===== src/rtl/stb_mon.sv =====
// Strobe monitor: synchronises an asynchronous strobe, measures the period and high time
// of each cycle in clk_i cycles, checks the period against a tolerance and flags a lost strobe.
module stb_mon #(
  parameter int T_CNT_WIDTH = 32,
  parameter int SYNC_STAGES = 2,
  parameter int TOL         = 2,
  parameter int N_CNT_WIDTH = 16
) (
  input  logic                   clk_i,
  input  logic                   arst_ni,
  input  logic                   stb_i,
  input  logic                   en_i,
  input  logic [T_CNT_WIDTH-1:0] exp_period_i,
  input  logic [T_CNT_WIDTH-1:0] timeout_i,
  output logic                   rdy_o,
  output logic                   valid_o,
  output logic [T_CNT_WIDTH-1:0] period_o,
  output logic [T_CNT_WIDTH-1:0] width_o,
  output logic [N_CNT_WIDTH-1:0] pulse_cnt_o,
  output logic                   err_o,
  output logic                   lost_o
);

  typedef enum logic [1:0] {IDLE, WAIT_LOW, WAIT_RISE, MEASURE} state_t;

  state_t                 state;
  logic [SYNC_STAGES-1:0] sync_q;
  logic                   prev_q;
  logic                   synced;
  logic                   rise;
  logic                   fall;
  logic [T_CNT_WIDTH-1:0] cnt;
  logic [T_CNT_WIDTH-1:0] width_lat;
  logic                   timeout_hit;

  // Absolute period error in one extra bit so the subtraction never wraps.
  function automatic logic out_of_tol(input logic [T_CNT_WIDTH-1:0] meas,
                                      input logic [T_CNT_WIDTH-1:0] expv);
    logic [T_CNT_WIDTH:0] a;
    logic [T_CNT_WIDTH:0] b;
    logic [T_CNT_WIDTH:0] diff;
    a    = {1'b0, meas};
    b    = {1'b0, expv};
    diff = (a >= b) ? (a - b) : (b - a);
    return diff > (T_CNT_WIDTH+1)'(TOL);
  endfunction

  assign synced      = sync_q[SYNC_STAGES-1];
  assign rise        = synced & ~prev_q;
  assign fall        = ~synced & prev_q;
  assign timeout_hit = (timeout_i != '0) && (cnt == timeout_i) && !rise;

  always_ff @(posedge clk_i or negedge arst_ni) begin
    if (!arst_ni) begin
      sync_q <= '0;
      prev_q <= 1'b0;
    end else begin
      sync_q <= {sync_q[SYNC_STAGES-2:0], stb_i};
      prev_q <= synced;
    end
  end

  // Free-running cycle counter, restarted by every rise and held at all-ones.
  always_ff @(posedge clk_i or negedge arst_ni) begin
    if (!arst_ni) begin
      cnt <= '0;
    end else if (rise) begin
      cnt <= T_CNT_WIDTH'(1);
    end else if (cnt != '1) begin
      cnt <= cnt + 1'b1;
    end
  end

  always_ff @(posedge clk_i or negedge arst_ni) begin
    if (!arst_ni) begin
      state       <= IDLE;
      rdy_o       <= 1'b1;
      valid_o     <= 1'b0;
      period_o    <= '0;
      width_o     <= '0;
      width_lat   <= '0;
      pulse_cnt_o <= '0;
      err_o       <= 1'b0;
      lost_o      <= 1'b0;
    end else begin
      valid_o <= 1'b0;
      if (!en_i) begin
        state <= IDLE;
        rdy_o <= 1'b1;
      end else begin
        case (state)
          IDLE: begin
            state       <= WAIT_LOW;
            rdy_o       <= 1'b0;
            err_o       <= 1'b0;
            lost_o      <= 1'b0;
            pulse_cnt_o <= '0;
          end
          WAIT_LOW: begin
            if (!synced) state <= WAIT_RISE;
          end
          WAIT_RISE: begin
            if (rise) begin
              state <= MEASURE;
            end else if (timeout_hit) begin
              lost_o <= 1'b1;
              state  <= WAIT_LOW;
            end
          end
          MEASURE: begin
            // A fall coinciding with a timeout still records the high time.
            if (fall) width_lat <= cnt;
            if (rise) begin
              period_o <= cnt;
              width_o  <= width_lat;
              valid_o  <= 1'b1;
              if (pulse_cnt_o != '1) pulse_cnt_o <= pulse_cnt_o + 1'b1;
              if (out_of_tol(cnt, exp_period_i)) err_o <= 1'b1;
            end else if (timeout_hit) begin
              lost_o <= 1'b1;
              state  <= WAIT_LOW;
            end
          end
          default: state <= IDLE;
        endcase
      end
    end
  end

endmodule


===== config.mk =====
export PLATFORM = sky130hd
export DESIGN_NAME = stb_mon
export DESIGN_NICKNAME = d
export VERILOG_FILES = /design/src/rtl/stb_mon.sv
export SDC_FILE = /design/constraint.sdc
export NUM_CORES = 1
export LEC_CHECK = 0
export ABC_CLOCK_PERIOD_IN_PS = 9900
export BUFFER_PORTS_ARGS = -buffer_cell sky130_fd_sc_hd__buf_2
export CORE_UTILIZATION = 50
export DETAILED_ROUTE_END_ITERATION = 12
export PLACE_DENSITY = 0.79
export SYNTH_ARGS = -nofsm -noshare
export SYNTH_HDL_FRONTEND = slang
export SYNTH_SLANG_ARGS = --single-unit

===== constraint.sdc =====
create_clock -name clk_i -period 9.9 [get_ports clk_i]
set_clock_uncertainty 0.2 [all_clocks]
set_input_delay 0 -clock clk_i [delete_from_list [all_inputs] [get_ports clk_i]]
set_output_delay 0 -clock clk_i [all_outputs]
set_load 0.01 [all_outputs]

==> results of run 1 <==
## metrics by stage
stage / std cells / instance area [sq um]
floorplan: 1143 / 10590
global placement: 1509 / 11460
detailed placement: 1509 / 11460
CTS: 1544 / 12140
global route: 1544 / 12140
finish: 1544 / 12140
## kinds of logic (layout without fill, tap and decap cells)
group / after synthesis / in the layout
AOI/OAI and AO/OA: 246 / 246
xor gates and xnor gates: 99 / 99
adders and majority gates: 68 / 68
buffers and inverters: 137 / 268
DFF: 153 / 153
muxes: 112 / 112
and+or+nand+nor: 328 / 328
## final timing paths
path	depth (start not counted)	endpoint	slack, ps	startpoint
min in group clk_i	2	sync_q[0]$_DFF_PN0_	30	stb_i
worst max register to register	12	err_o$_DFFE_PN0P_	5250	cnt[10]$_DFFE_PN0P_
worst min-delay path	2	pulse_cnt_o[5]$_DFFE_PN0P_	-20	arst_ni
worst max-delay path	12	err_o$_DFFE_PN0P_	5250	cnt[10]$_DFFE_PN0P_
max in group asynchronous	3	width_o[3]$_DFFE_PN0P_	8070	arst_ni
worst min register to register	0	sync_q[1]$_DFF_PN0_	170	sync_q[0]$_DFF_PN0_
## registers in the layout (all words and copies together), names as in the netlist
name / cells
width_lat: 32
period_o: 32
prev_q: 1
cnt: 32
rdy_o: 1
err_o: 1
state: 2
lost_o: 1
width_o: 32
sync_q: 2
pulse_cnt_o: 16
valid_o: 1
## critical path, cell delays in order (launching register included)
cell	delay, ps
dfrtp_1	510
ha_1	560
nand4_1	210
nor4_1	530
a211oi_1	200
o211a_2	180
a21o_1	500
or4_1	640
a222oi_1	330
and3_1	210
nand4_1	100
nor4_1	280
a21oi_1	100
## where the power goes
part / switching [mW] / internal [mW] / total (mW)
Sequential: 0.0347 / 0.647 / 0.682
Combinational: 0.200 / 0.126 / 0.326
Clock: 0.275 / 0.439 / 0.714
## Yosys cell counts, drive strengths merged, types with 4 or more instances
cell type	n	area share
inv	78	0.028
a21oi	87	0.041
xnor2	53	0.044
and2	5	0.0030
a31oi	7	0.0047
o21bai	14	0.0099
xor2	46	0.038
o21ai	49	0.023
a221oi	7	0.0064
nor2	89	0.032
dfrtp	152	0.36
nand2b	6	0.0035
mux2i	11	0.010
o21a	11	0.0078
a211oi	10	0.0076
and3	12	0.0071
buf	31	0.016
o221ai	4	0.0033
clkbuf	28	0.0099
nand3	24	0.011
a21o	22	0.016
nor3	24	0.011
nor2b	13	0.0077
nand2	79	0.028
mux2	101	0.11
nand4	28	0.019
nor4	25	0.016
ha	66	0.078
or3	8	0.0047
o211ai	6	0.0043
## per-layer routing
layer	track usage	vias up	share of wire
met5	0	-	0
met2	0.4861	519	0.46
met1	0.4221	4612	0.43
met3	0.04753	89	0.074
met4	0.1304	0	0.037
li1	-	4267	-
## area by class of cell
type	count	area [sq um]
Clock buffer	20	456.7
Fill cell	1673	8358
Tap cell	270	337.8
Inverter	78	292.8
Clock inverter	12	186.4
Timing Repair Buffer	158	822.0
Sequential cell	153	3830
Multi-Input combinational cell	853	6211
## layout by cell type (no fill, tap or decap), drive strengths merged, types with 4 or more instances in the layout
cell / count
or3: 8
o21bai: 14
a21o: 22
a221oi: 7
nand4: 28
o21a: 11
a21oi: 87
o221ai: 4
nor2: 89
dfrtp: 152
nor2b: 13
buf: 155
mux2: 101
xor2: 46
bufinv: 4
and2: 5
nor4: 25
xnor2: 53
a31oi: 7
nand3: 24
clkbuf: 20
o21ai: 49
ha: 66
nor3: 24
and3: 12
a211oi: 10
mux2i: 11
nand2: 79
inv: 81
nand2b: 6
o211ai: 6
## timing repair
item                                   in CTS  in global routing
setup buffers                               0                  0
endpoints found under the hold margin      87                  0
hold buffers                                3                  0
==> metrics.cfg, run 1 <==
[timing]
final_hold_viol_count = 6
timing.final.ws_setup_ps = 5253
worst_slew_pin_slew_ps = 1060
drv_slew = 0
fmax_mhz = 215.2
slew_headroom = 0.2934
setup_viol = 0
timing.final.crit_share = 0.4694
final.setup.tns_ps = 0
min_period_ps = 4647
hold_ws_ps = -19.57
rsz0062_at_grt = no

[die]
io_pins = 152
fp.dieH_um = 147.5
die_x_um = 147.5
start_util = 0.5167
rows = 52
core_area_sq_um = 20490
dieArea_sq_um = 21770

[worst_setup_path]
crit_arrival_ps = 4750
cp_max_fo = 24
start_kind = flop
critPathKind = reg2reg
cp.required_ps = 10000
end_kind = flop

[detailed_routing]
routed_via_density = 6.144
first_pass_iters = 5
drt_drc_violations_left = 0
drt_iter0_markers = 1094
wl_per_cell_um = 21.38
routed_wl_um = 33010
vias = 9487
ant_nets = 0

[clocking]
clock_latency_ps = 420
cts_resized = 0
numCtsBuffers = 17
cts-htree-levels = 4
cts_tree = done
cts_sinks = 153
path_clk_slew_ps = 70
cts_buffer_depth = 2
root_buffer = clkbuf_16

[logic_synthesis]
syn_avg_cell_area_sq_um = 9.265
synth_xor_area_frac = 0.08188
ys_seq_elements = 153
synth_fp_nets = 1279
synth_top_family_by_area = simple AND/OR/NAND/NOR gates
async_flop_share = 1.000
synth.distinct_cells = 70
syn-cell-area_sq_um = 10590
ys_warn_count = 0
synthMuxAreaShare = 0.1178
netlist_instances = 1143
synth-compound-area-share = 0.1489
seq_area_frac_synth = 0.3616
synthSimpleGateAreaFrac = 0.1544
yosys.area_share.adder = 0.08176
synth_edf_count = 0
synth-main-ff-cell = dfrtp_1

[global_route]
grt_util_all_layers = 0.3082
grt_pass1_wl_um = 51730
grt_pass1_vias = 9292
grt_max_degree = 84
antenna_found_initial = 1
grt_remaining_overflow = 0

[placed_design]
dpl_worst_slack_ps = 5384
gp_congestion = 0.9927
io_buffers = 151
dpl.hpwl_um = 24600

[power_and_ir_drop]
power.density_nw_per_um2 = 141.9
power_leakage_nw = 5.965
finalPower_mw = 1.722
max-vdd-ir-drop_v = 0.0001207

[layout]
antenna_cells = 0
syn2layout_area_growth_pct = 14.60
layout-drive-gt1-share = 0.2410
fin_util = 0.5922
nets = 1397

[outcome]
status = finished, violations left
violations = negative hold slack

[flow_run]
maxCapViolations = 0

[min_path]
holdCritPathClass = in2async

(Power assumes the default switching activity.)
==> run 2: changes to the inputs <==
- ABC_CLOCK_PERIOD_IN_PS: 9900 -> 4490
- clock period: 9.9 -> 4.49 ns (I/O delays scaled with it)
==> metrics.cfg, run 2 (same netlist as run 1, synthesis figures left out) <==
[outcome]
status = finished, final reports clean

[die]
core_area_sq_um = 20490
dieArea_sq_um = 21770
fp.dieH_um = 147.5
io_pins = 152
start_util = 0.5167
die_x_um = 147.5
rows = 52

[flow_run]
maxCapViolations = 0

[power_and_ir_drop]
power.density_nw_per_um2 = 309.7
power_leakage_nw = 6.132
max-vdd-ir-drop_v = 0.0002391

[timing]
rsz0062_at_grt = no
final_hold_viol_count = 0
min_period_ps = 4113
timing.final.crit_share = 0.9160
slew_headroom = 0.3914
hold_ws_ps = 23.57
worst_slew_pin_slew_ps = 912.9
setup_viol = 0
fmax_mhz = 243.1
final.setup.tns_ps = 0
drv_slew = 0

[global_route]
grt_remaining_overflow = 0
grt_use_met1 = 0.4448
grtUsageMet2 = 0.5050
grt_util_all_layers = 0.3178
grt_use_met3 = 0.04537
grt_busiest_layer = met2
antenna_found_initial = 0
grt_pass1_wl_um = 53350
grt_max_degree = 91
grt_pass1_vias = 9472

[placed_design]
place_inst = 1539
dpl.hpwl_um = 25840
io_buffers = 151
gp_congestion = 0.9916

[worst_setup_path]
cp.required_ps = 4600
rrSetupSlack_ps = 380
crit_arrival_ps = 4220
critPathKind = reg2reg
crit_chain = ha_1 -> a21oi_1 -> o21ai_0 -> o2bb2ai_1 -> o31ai_2 -> a21oi_1 -> buf_4 -> or4_1 -> a222oi_1 -> and3_1 -> nand4_1 -> nor4_1 -> a21oi_1
crit_slowest_cell = or4_1
cp_slowest_stage_delay_ps = 500
ff2ff_path_depth = 13
end_kind = flop
reg2reg_to = err_o$_DFFE_PN0P_
cp_max_fo = 8
cp_top_family = compound AO/OA/AOI/OAI gates
timing.rr.start = cnt[12]$_DFFE_PN0P_
start_kind = flop
cpMostUsedCell = a21oi_1
crit_buf_inv = 1

[clocking]
cts_tree = done
clock_latency_ps = 430
cts_resized = 0
numCtsBuffers = 17
path_clk_slew_ps = 70
post_cts_buffers = 0
cts_buffer_depth = 2
cts-htree-levels = 4
cts_sinks = 153
root_buffer = clkbuf_16

[layout]
fillerInstances = 1707
final_cells = 1574
nets = 1427
regArea_sq_um = 3830
final_cell_mix = 152 x dfrtp_1, 150 x buf_2, 101 x mux2_2, 88 x nor2_1, 87 x a21oi_1
syn2layout_area_growth_pct = 16.79
multi_input_area_sq_um = 6207
antenna_cells = 0
layout-drive-gt1-share = 0.2577
final_common_cell = dfrtp_1

[detailed_routing]
wl_per_cell_um = 21.32
drt_iter0_markers = 824
ant_nets = 0
first_pass_iters = 8
routed_via_density = 6.013
vias = 9464
drt_drc_violations_left = 0
routed_wl_um = 33560

[min_path]
holdCritPathClass = in2async

## run 2: final cells by class
class	count	area share
Clock buffer	21	0.03804
Clock inverter	11	0.01477
Inverter	78	0.02367
Multi-Input combinational cell	853	0.5019
Sequential cell	153	0.3097
Tap cell	270	0.02731
Timing Repair Buffer	188	0.08467
## run 2: per-stage QoR
stage               setup WS [ps]  area, sq um  power (mW)    util
floorplan                    1009        10590       1.977       -
global placement            439.5        11690       2.246  0.5701
detailed placement          452.1        11690       2.250  0.5701
CTS                         430.8        12370       3.824  0.6035
global route                90.40        12370       3.975  0.6035
finish                      377.1        12370       3.830  0.6035
## run 2: how the worst max path moves through the flow
stage | startpoint | end | slack, ps | depth (start not counted)
after global placement | cnt[26]$_DFFE_PN0P_ | err_o$_DFFE_PN0P_ | 440 | 12
after global routing | cnt[8]$_DFFE_PN0P_ | err_o$_DFFE_PN0P_ | 90 | 13
after CTS | cnt[12]$_DFFE_PN0P_ | err_o$_DFFE_PN0P_ | 430 | 13
after floorplan | cnt[0]$_DFFE_PN0P_ | err_o$_DFFE_PN0P_ | 1010 | 14
final | cnt[12]$_DFFE_PN0P_ | err_o$_DFFE_PN0P_ | 380 | 13
after detailed placement | cnt[12]$_DFFE_PN0P_ | err_o$_DFFE_PN0P_ | 450 | 13
## run 2: where the power goes
group	total, mW	internal [mW]	leakage, nW	switching [mW]
logic	0.775	0.298	3.70	0.477
registers	1.47	1.43	2.11	0.0417
clock network	1.59	0.987	0.317	0.600
total	3.83	2.71	6.13	1.12
## run 2: timing repair
item                       4_1_cts  5_1_grt
hold endpoints to repair        94        0
hold buffers                     3        0
setup endpoints to repair        0        0
## run 2: metal layers
layer,share of wire,vias to the layer above
met1,0.45,4692
met3,0.057,77
met4,0.028,0
met2,0.46,370
met5,0,-
li1,-,4325
